File: src/rtl/univ_shift_reg_pkg.sv
// Shared mode encodings and counter-width helper for the universal shift register.
package univ_shift_reg_pkg;

  localparam logic [2:0] MODE_HOLD  = 3'b000;
  localparam logic [2:0] MODE_SHL   = 3'b001;
  localparam logic [2:0] MODE_SHR   = 3'b010;
  localparam logic [2:0] MODE_ROL   = 3'b011;
  localparam logic [2:0] MODE_ROR   = 3'b100;
  localparam logic [2:0] MODE_LOAD  = 3'b101;
  localparam logic [2:0] MODE_CLEAR = 3'b110;

  // Bits needed to hold 0..width; the counter itself only reaches width-1.
  function automatic int calc_cw(input int width);
    return $clog2(width + 1);
  endfunction

endpackage

File: src/rtl/univ_shift_reg_shift_cnt.sv
// Wrap counter over WIDTH shift ops; raises done for one cycle after each wrap.
module shift_cnt #(
  parameter int WIDTH = 8,
  parameter int CW    = 4
) (
  input  logic          clk,
  input  logic          rst,
  input  logic          inc,
  input  logic          clr,
  output logic [CW-1:0] cnt,
  output logic          done
);

  logic [CW-1:0] r_cnt;
  logic          r_done;

  always_ff @(posedge clk or negedge rst) begin
    if (!rst) begin
      r_cnt  <= '0;
      r_done <= 1'b0;
    end else if (clr) begin
      r_cnt  <= '0;
      r_done <= 1'b0;
    end else if (inc) begin
      if (r_cnt == CW'(WIDTH - 1)) begin
        r_cnt  <= '0;
        r_done <= 1'b1;
      end else begin
        r_cnt  <= r_cnt + 1'b1;
        r_done <= 1'b0;
      end
    end else begin
      r_done <= 1'b0;
    end
  end

  assign cnt  = r_cnt;
  assign done = r_done;

endmodule

File: src/rtl/univ_shift_reg.sv
// Universal shift register: hold, shift, rotate, load, clear, with a wrap counter
// so it can serve directly as a PISO/SIPO stage.
module univ_shift_reg
  import univ_shift_reg_pkg::*;
#(
  parameter int               WIDTH   = 8,
  parameter logic [WIDTH-1:0] RST_VAL = {WIDTH{1'b0}},
  localparam int              CW      = calc_cw(WIDTH)
) (
  input  logic             clk,
  input  logic             rst,
  input  logic             en,
  input  logic [2:0]       mode,
  input  logic             sin,
  input  logic [WIDTH-1:0] pdin,
  output logic [WIDTH-1:0] q,
  output logic             sout_l,
  output logic             sout_r,
  output logic [CW-1:0]    cnt,
  output logic             done
);

  logic [WIDTH-1:0] r_q;
  logic [WIDTH-1:0] w_q_nxt;
  logic             w_shift;
  logic             w_clr;

  always_comb begin
    w_q_nxt = r_q;
    w_shift = 1'b0;
    w_clr   = 1'b0;
    if (en) begin
      unique case (mode)
        MODE_SHL:   begin w_q_nxt = {r_q[WIDTH-2:0], sin};        w_shift = 1'b1; end
        MODE_SHR:   begin w_q_nxt = {sin, r_q[WIDTH-1:1]};        w_shift = 1'b1; end
        MODE_ROL:   begin w_q_nxt = {r_q[WIDTH-2:0], r_q[WIDTH-1]}; w_shift = 1'b1; end
        MODE_ROR:   begin w_q_nxt = {r_q[0], r_q[WIDTH-1:1]};     w_shift = 1'b1; end
        MODE_LOAD:  begin w_q_nxt = pdin;                         w_clr   = 1'b1; end
        MODE_CLEAR: begin w_q_nxt = RST_VAL;                      w_clr   = 1'b1; end
        default:    w_q_nxt = r_q; // HOLD and reserved 111
      endcase
    end
  end

  always_ff @(posedge clk or negedge rst) begin
    if (!rst) r_q <= RST_VAL;
    else      r_q <= w_q_nxt;
  end

  shift_cnt #(.WIDTH(WIDTH), .CW(CW)) u_cnt (
    .clk  (clk),
    .rst  (rst),
    .inc  (w_shift),
    .clr  (w_clr),
    .cnt  (cnt),
    .done (done)
  );

  assign q      = r_q;
  assign sout_l = r_q[WIDTH-1];
  assign sout_r = r_q[0];

endmodule

File: config.mk
export PLATFORM = sky130hd
export DESIGN_NAME = univ_shift_reg
export DESIGN_NICKNAME = d
export VERILOG_FILES = /design/src/rtl/univ_shift_reg_pkg.sv /design/src/rtl/univ_shift_reg_shift_cnt.sv /design/src/rtl/univ_shift_reg.sv
export SDC_FILE = /design/constraint.sdc
export NUM_CORES = 1
export LEC_CHECK = 0
export CORE_UTILIZATION = 60
export CTS_CLUSTER_SIZE = 14
export DETAILED_ROUTE_END_ITERATION = 7
export DONT_BUFFER_PORTS = 1
export GPL_TIMING_DRIVEN = 0
export MAX_ROUTING_LAYER = met4
export PLACE_DENSITY = 0.76
export REMOVE_ABC_BUFFERS = 1
export SLEW_MARGIN = 30
export SYNTH_ARGS = -nofsm -noshare
export SYNTH_HDL_FRONTEND = slang
export SYNTH_HIERARCHICAL = 1
export SYNTH_SLANG_ARGS = --single-unit
export TNS_END_PERCENT = 5
File: constraint.sdc
create_clock -name clk -period 1.3 [get_ports clk]
set_input_delay 0.26 -clock clk [delete_from_list [all_inputs] [get_ports clk]]
set_output_delay 0.26 -clock clk [all_outputs]
set_load 0.05 [all_outputs]
# Word-level counts from Yosys, hierarchy flattened
# Index checks and enable logic that the tools add are counted.
word_totals:
  word_cells: 27
  ff_bits: 13
  in_bits: 15
op_classes:
  mux: 11
  reduce_logical: 5
  eq_ne: 7
  n_addsub: 1
ops:
  columns: ["operator", "count"]
  rows:
  - ["8-bit one-hot mux with 6 select lines", 1]
  - ["4-bit two-way mux", 3]
  - ["3-bit == test (second input constant)", 3]
  - ["1-bit two-way mux", 7]
  - ["3-bit by 2-bit == test with 1-bit output (second input constant)", 2]
  - ["6-bit nonzero test", 1]
  - ["4-bit by 1-bit adder with 4-bit output (second input constant)", 1]
  - ["4-bit by 3-bit == test with 1-bit output (second input constant)", 1]
  - ["4-bit OR reduction", 1]
  - ["3-bit by 1-bit == test with 1-bit output (second input constant)", 1]
  - ["2-bit AND reduction", 1]
  - ["2-bit nonzero test", 1]
  - ["2-bit OR reduction", 1]

# Depth between registers and ports, before layout
logic_depth:
  word_depth: 6
  depth_mapped: 7
  depth_no_buf: 4

# By module
# Netlist, hierarchy kept.
modules_own_cells:
  columns: ["mod", "area_each_um2", "n_inst", "cells_each", "seq_area_each_um2"]
  rows:
  - ["univ_shift_reg", 635.6, 1, 73, 200.2]
  - ["shift_cnt", 254.0, 1, 21, 125.1]

# Least setup slack after synthesis
# OpenSTA, ideal clock, no wires.
synth_path:
  path_type: "input to register"
  startpoint: "in mode[2]"
  endpoint: "reg u_cnt.r_cnt[3] (netlist: u_cnt/cnt[3])"
  arrival_ns: 1.396
  cell_stages: 6
  n_path_buf: 2
  slack_ns: -0.221
  path_cell_list: "buf_6 -> or3_1 -> and3_1 -> buf_4 -> nand4_1 -> mux2_4"
synth_between:
  elab_chain_cells: 5
  elab_cells_between_ends: 14
  classes_between: "6 x eq/ne; 5 x mux; 3 x reduce/logical"
synth_lines:
  columns: ["element", "line", "text"]
  rows:
  - ["from (decl)", "univ_shift_reg.sv:13", "input logic [2:0] mode,"]
  - ["3-bit == test (tied with other cells)", "univ_shift_reg.sv:33", "unique case (mode)"]
  - ["4-bit OR reduction (no line) *", null, null]
  - ["1-bit two-way mux *", "univ_shift_reg.sv:33", null]
  - ["1-bit two-way mux *", "univ_shift_reg.sv:32", "if (en) begin"]
  - ["net w_shift", "univ_shift_reg.sv:25", "logic w_shift;"]
  - ["2-bit nonzero test (no line) *", null, null]
  - ["to (signal assigned)", "univ_shift_reg_shift_cnt.sv:29", "r_cnt <= r_cnt + 1'b1;"]
  - ["to (decl)", "univ_shift_reg_shift_cnt.sv:14", "logic [CW-1:0] r_cnt;"]
# The timed path passes the listed nets; every way through them passes the cells marked *.
# A chain may end at the register's enable or synchronous reset.

# Final worst setup path
layout_path:
  startpoint: "reg r_q[4] (netlist: q[4])"
  endpoint: "reg r_q[3] (netlist: q[3])"
layout_between:
  elab_chain_cells: 1
layout_lines:
  columns: ["element", "line", "text"]
  rows:
  - ["from (decl)", "univ_shift_reg.sv:23", "logic [WIDTH-1:0] r_q;"]
  - ["from (signal assigned)", "univ_shift_reg.sv:47", "else r_q <= w_q_nxt;"]
  - ["8-bit one-hot mux with 6 select lines", "univ_shift_reg.sv:33", null]
# No other way between the ends.

==> qor.log <==
qor: logic_synthesis.yosys_warnings 6
qor: status.run_status completed
qor: clock_network.worst_setup_hold_path_clk_slew 80 ps
qor: clock_network.worst_skew_pair.late_latency 280 ps
qor: job.timing.max_cap.violations 0
qor: timing.maxSlewHeadroom 60.6%
qor: place.hpwl_after_detailed_placement 1300 µm
qor: die.fp-row-count 13
qor: power.leakage 0.343 nW
qor: cells_and_area.num-fill-cells 88
qor: worst_setup_path.crit_path_start q[4]
qor: timing.rsz0062_at_grt true
qor: worst_setup_path.type_of_element_capturing_the_critical_path flop
qor: worst_setup_path.worst_ep_arrival_time 1520 ps
qor: drt.initialDrtViolationCount 17
qor: logic_synthesis.post_synth_inst_count 94
qor: clock_network.clock-root-buffer clkbuf_4
qor: cells_and_area.num-nets-final 106
qor: timing.hold-worst-slack 178 ps
qor: worst_setup_path.required 1520 ps
qor: timing.layout_min_cycle_time 1300 ps
qor: logic_synthesis.largest_area_contributor_in_the_synthesized_netlist dfrtp_1
qor: grt.grt_max_degree 23
qor: timing.worst-slew-pin-transition 589 ps
qor: drt.wirelength 1890 µm
qor: grt.gr-usage-all-layers 27.5%
qor: logic_synthesis.yosysUniqueCellTypes 38
qor: die.initial_util 66.7%
qor: logic_synthesis.syn_area 890 µm²
qor: clock_network.cts_inserted_buffers 3
qor: grt.gr-total-overflow 0
qor: die.io-pin-count 30
qor: drt.ant_nets 0
qor: grt.via_count_of_the_first_global_routing_pass 649
qor: grt.wire_length_of_the_first_global_routing_pass 2850 µm
qor: die.chipHeight 40.5 µm
qor: timing.setup_viol 0
qor: cells_and_area.final_cell_count_no_fill 104
qor: power.peakVddDrop 1.14 mV
qor: timing.final_report_max_slew_violation_count 0
qor: cells_and_area.area_growth 4.50%
qor: logic_synthesis.synth_seq_area_share 36.6%
qor: drt.avgRoutedWirePerCell 18.2 µm
qor: timing.fin_ws 1.98 ps
qor: logic_synthesis.ys_ff_latch 13
qor: worst_setup_path.worstPathMaxFanout 3
qor: place.pre_cts_slack -310 ps
qor: place.buffer_ports.inserted 0
qor: die.core 0.00133 mm²
qor: clock_network.cts_tree yes
qor: logic_synthesis.share_of_the_synthesized_area_in_the_top_cell_type 36.6%
qor: timing.finalClockSkew 4.59 ps
qor: place.gp_congestion 0.891
qor: drt.vias 722
qor: grt.grt_antenna_before_repair 0
qor: cells_and_area.drive_above_1_share 30.3%
qor: die.design.die.area 0.00164 mm²
qor: worst_setup_path.reg2reg_from q[4]
qor: timing.hold_violations 0
qor: worst_setup_path.worst_setup_path_start_kind flop
qor: drt.post-route-drc-count 0
qor: cells_and_area.diodes 0
qor: worst_setup_path.kind_of_critical_path reg -> reg
qor: clock_network.cts.sinks 13
qor: power.power_per_cell_area 1710 mW/mm²
qor: drt.drt_pre_antenna_iters 4
qor: place.placed_cells 99
qor: timing.min_period_over_period 99.8%
qor: timing.achievable-frequency 0.770 GHz
qor: clock_network.htree_num_levels 1
qor: logic_synthesis.netlist_top_cells_area dfrtp_1 (37%), o221ai_1 (5.9%), a21oi_1 (5.1%)
qor: logic_synthesis.average_instance_area_after_synthesis 9.46 µm²
qor: die.die-width 40.5 µm
qor: clock_network.postCtsSetupBuffers 0
qor: hold_path.timing.hold.worst.start en
qor: hold_path.worst_hold_path_type in -> reg
qor: drt.viasPerCell 6.94
qor: clock_network.clockBufferDepth 2
==> logic make-up (layout without fill, tap and decap cells) <==
| group | after synthesis | count (layout) | share of synthesized area, % |
|---|---|---|---|
| flip-flops | 13 | 13 | 36.6 |
| AND/OR/NAND/NOR | 27 | 27 | 18.0 |
| multiplexers | 2 | 2 | 2.81 |
| XOR/XNOR | 1 | 1 | 0.985 |
| buffers and inverters | 13 | 8 | 9.84 |
| adder cells (fa/ha/maj) | 3 | 3 | 3.66 |
| AO/OA/AOI/OAI | 35 | 35 | 28.1 |
==> routing by layer <==
metal | part of all wire [%] | wire length, µm | global-route usage (%)
met1 | 48 | 902 | 36.3
met2 | 44 | 830 | 40.5
met3 | 7.2 | 135 | 6.67
met4 | 1.0 | 19 | 10.0
met5 | 0 | 0 | -
==> cell usage after synthesis, drive strengths merged <==
library cell,number
a21boi,2
nor2b,2
a22oi,1
mux2,1
nand3,2
ha,1
maj3,2
nand2,6
o221ai,6
a22o,1
o22a,1
nand3b,1
a221oi,1
nor2,3
xnor2,1
o21a,4
a21bo,1
and2b,1
and3,2
nand4b,1
o2111ai,1
or3,1
nand4,1
nor3,2
dfrtp,13
o211ai,6
and4bb,1
inv,3
o21ai,2
mux2i,1
a21oi,9
buf,10
nand2b,4
==> worst paths after layout <==
path | slack, ps | cells after the start | to
setup / recovery | 2 | 4 | q[3]
hold / removal | 180 | 2 | q[3]
setup reg to reg | 2 | 4 | q[3]
hold reg to reg | 730 | 2 | q[1]
max in group asynchronous | 440 | 1 | q[7]
min in group asynchronous | 420 | 1 | q[0]
==> placed cells by master (no fill, tap or decap), types with 3 or more instances in the layout <==
| master | n |
|---|---|
| a21oi_1 | 9 |
| clkbuf_4 | 3 |
| dfrtp_1 | 3 |
| dfrtp_2 | 8 |
| inv_2 | 3 |
| nand2_1 | 6 |
| nand2b_1 | 4 |
| o211ai_1 | 6 |
| o21a_1 | 4 |
| o221ai_1 | 4 |
==> worst max-delay path: stages, from the launching register on <==
cell	delay (ps)
dfrtp_2	540
inv_2	60
maj3_2	300
o2111ai_2	190
o21a_1	140
==> timing repair <==
item | in CTS | in global routing
pin swaps | 0 | 5
endpoints found under the hold margin | 13 | 0
gates resized for setup | 15 | 9
hold buffers | 1 | 0
setup endpoints to repair | 14 | 8
==> final cells by class <==
| class | instances | area [µm²] | area share, % |
|---|---|---|---|
| Tap cell | 15 | 18.8 | 2.02 |
| Timing Repair Buffer | 1 | 10.0 | 1.08 |
| Inverter | 3 | 11.3 | 1.21 |
| Sequential cell | 13 | 343 | 36.9 |
| Clock buffer | 4 | 26.3 | 2.83 |
| Multi-Input combinational cell | 68 | 520 | 56.0 |
==> state kept, by name, indices dropped and copies added (netlist names) <==
signal,cells
u_cnt/done,1
u_cnt/cnt,4
q,8
==> stage by stage <==
stage	utilization, %	TNS, ps	area, µm²	power (W)
finish	69.7	0	930	0.00159
global route	69.7	-103	930	0.00167
detailed placement	62.4	-1720	832	0.00125
global placement	62.4	-1410	832	0.00123
floorplan	-	-923	813	0.00118
CTS	67.8	-50.5	905	0.00157
==> report_power, final <==
part / internal, W / total (W) / leakage [nW] / switching [W]
sequential: 0.000509 / 0.00101 / 0.147 / 0.000503
combinational: 0.000186 / 0.000323 / 0.180 / 0.000136
clock: 0.000119 / 0.000254 / 0.0150 / 0.000135
Note: power is estimated with default switching activity, not from simulation.
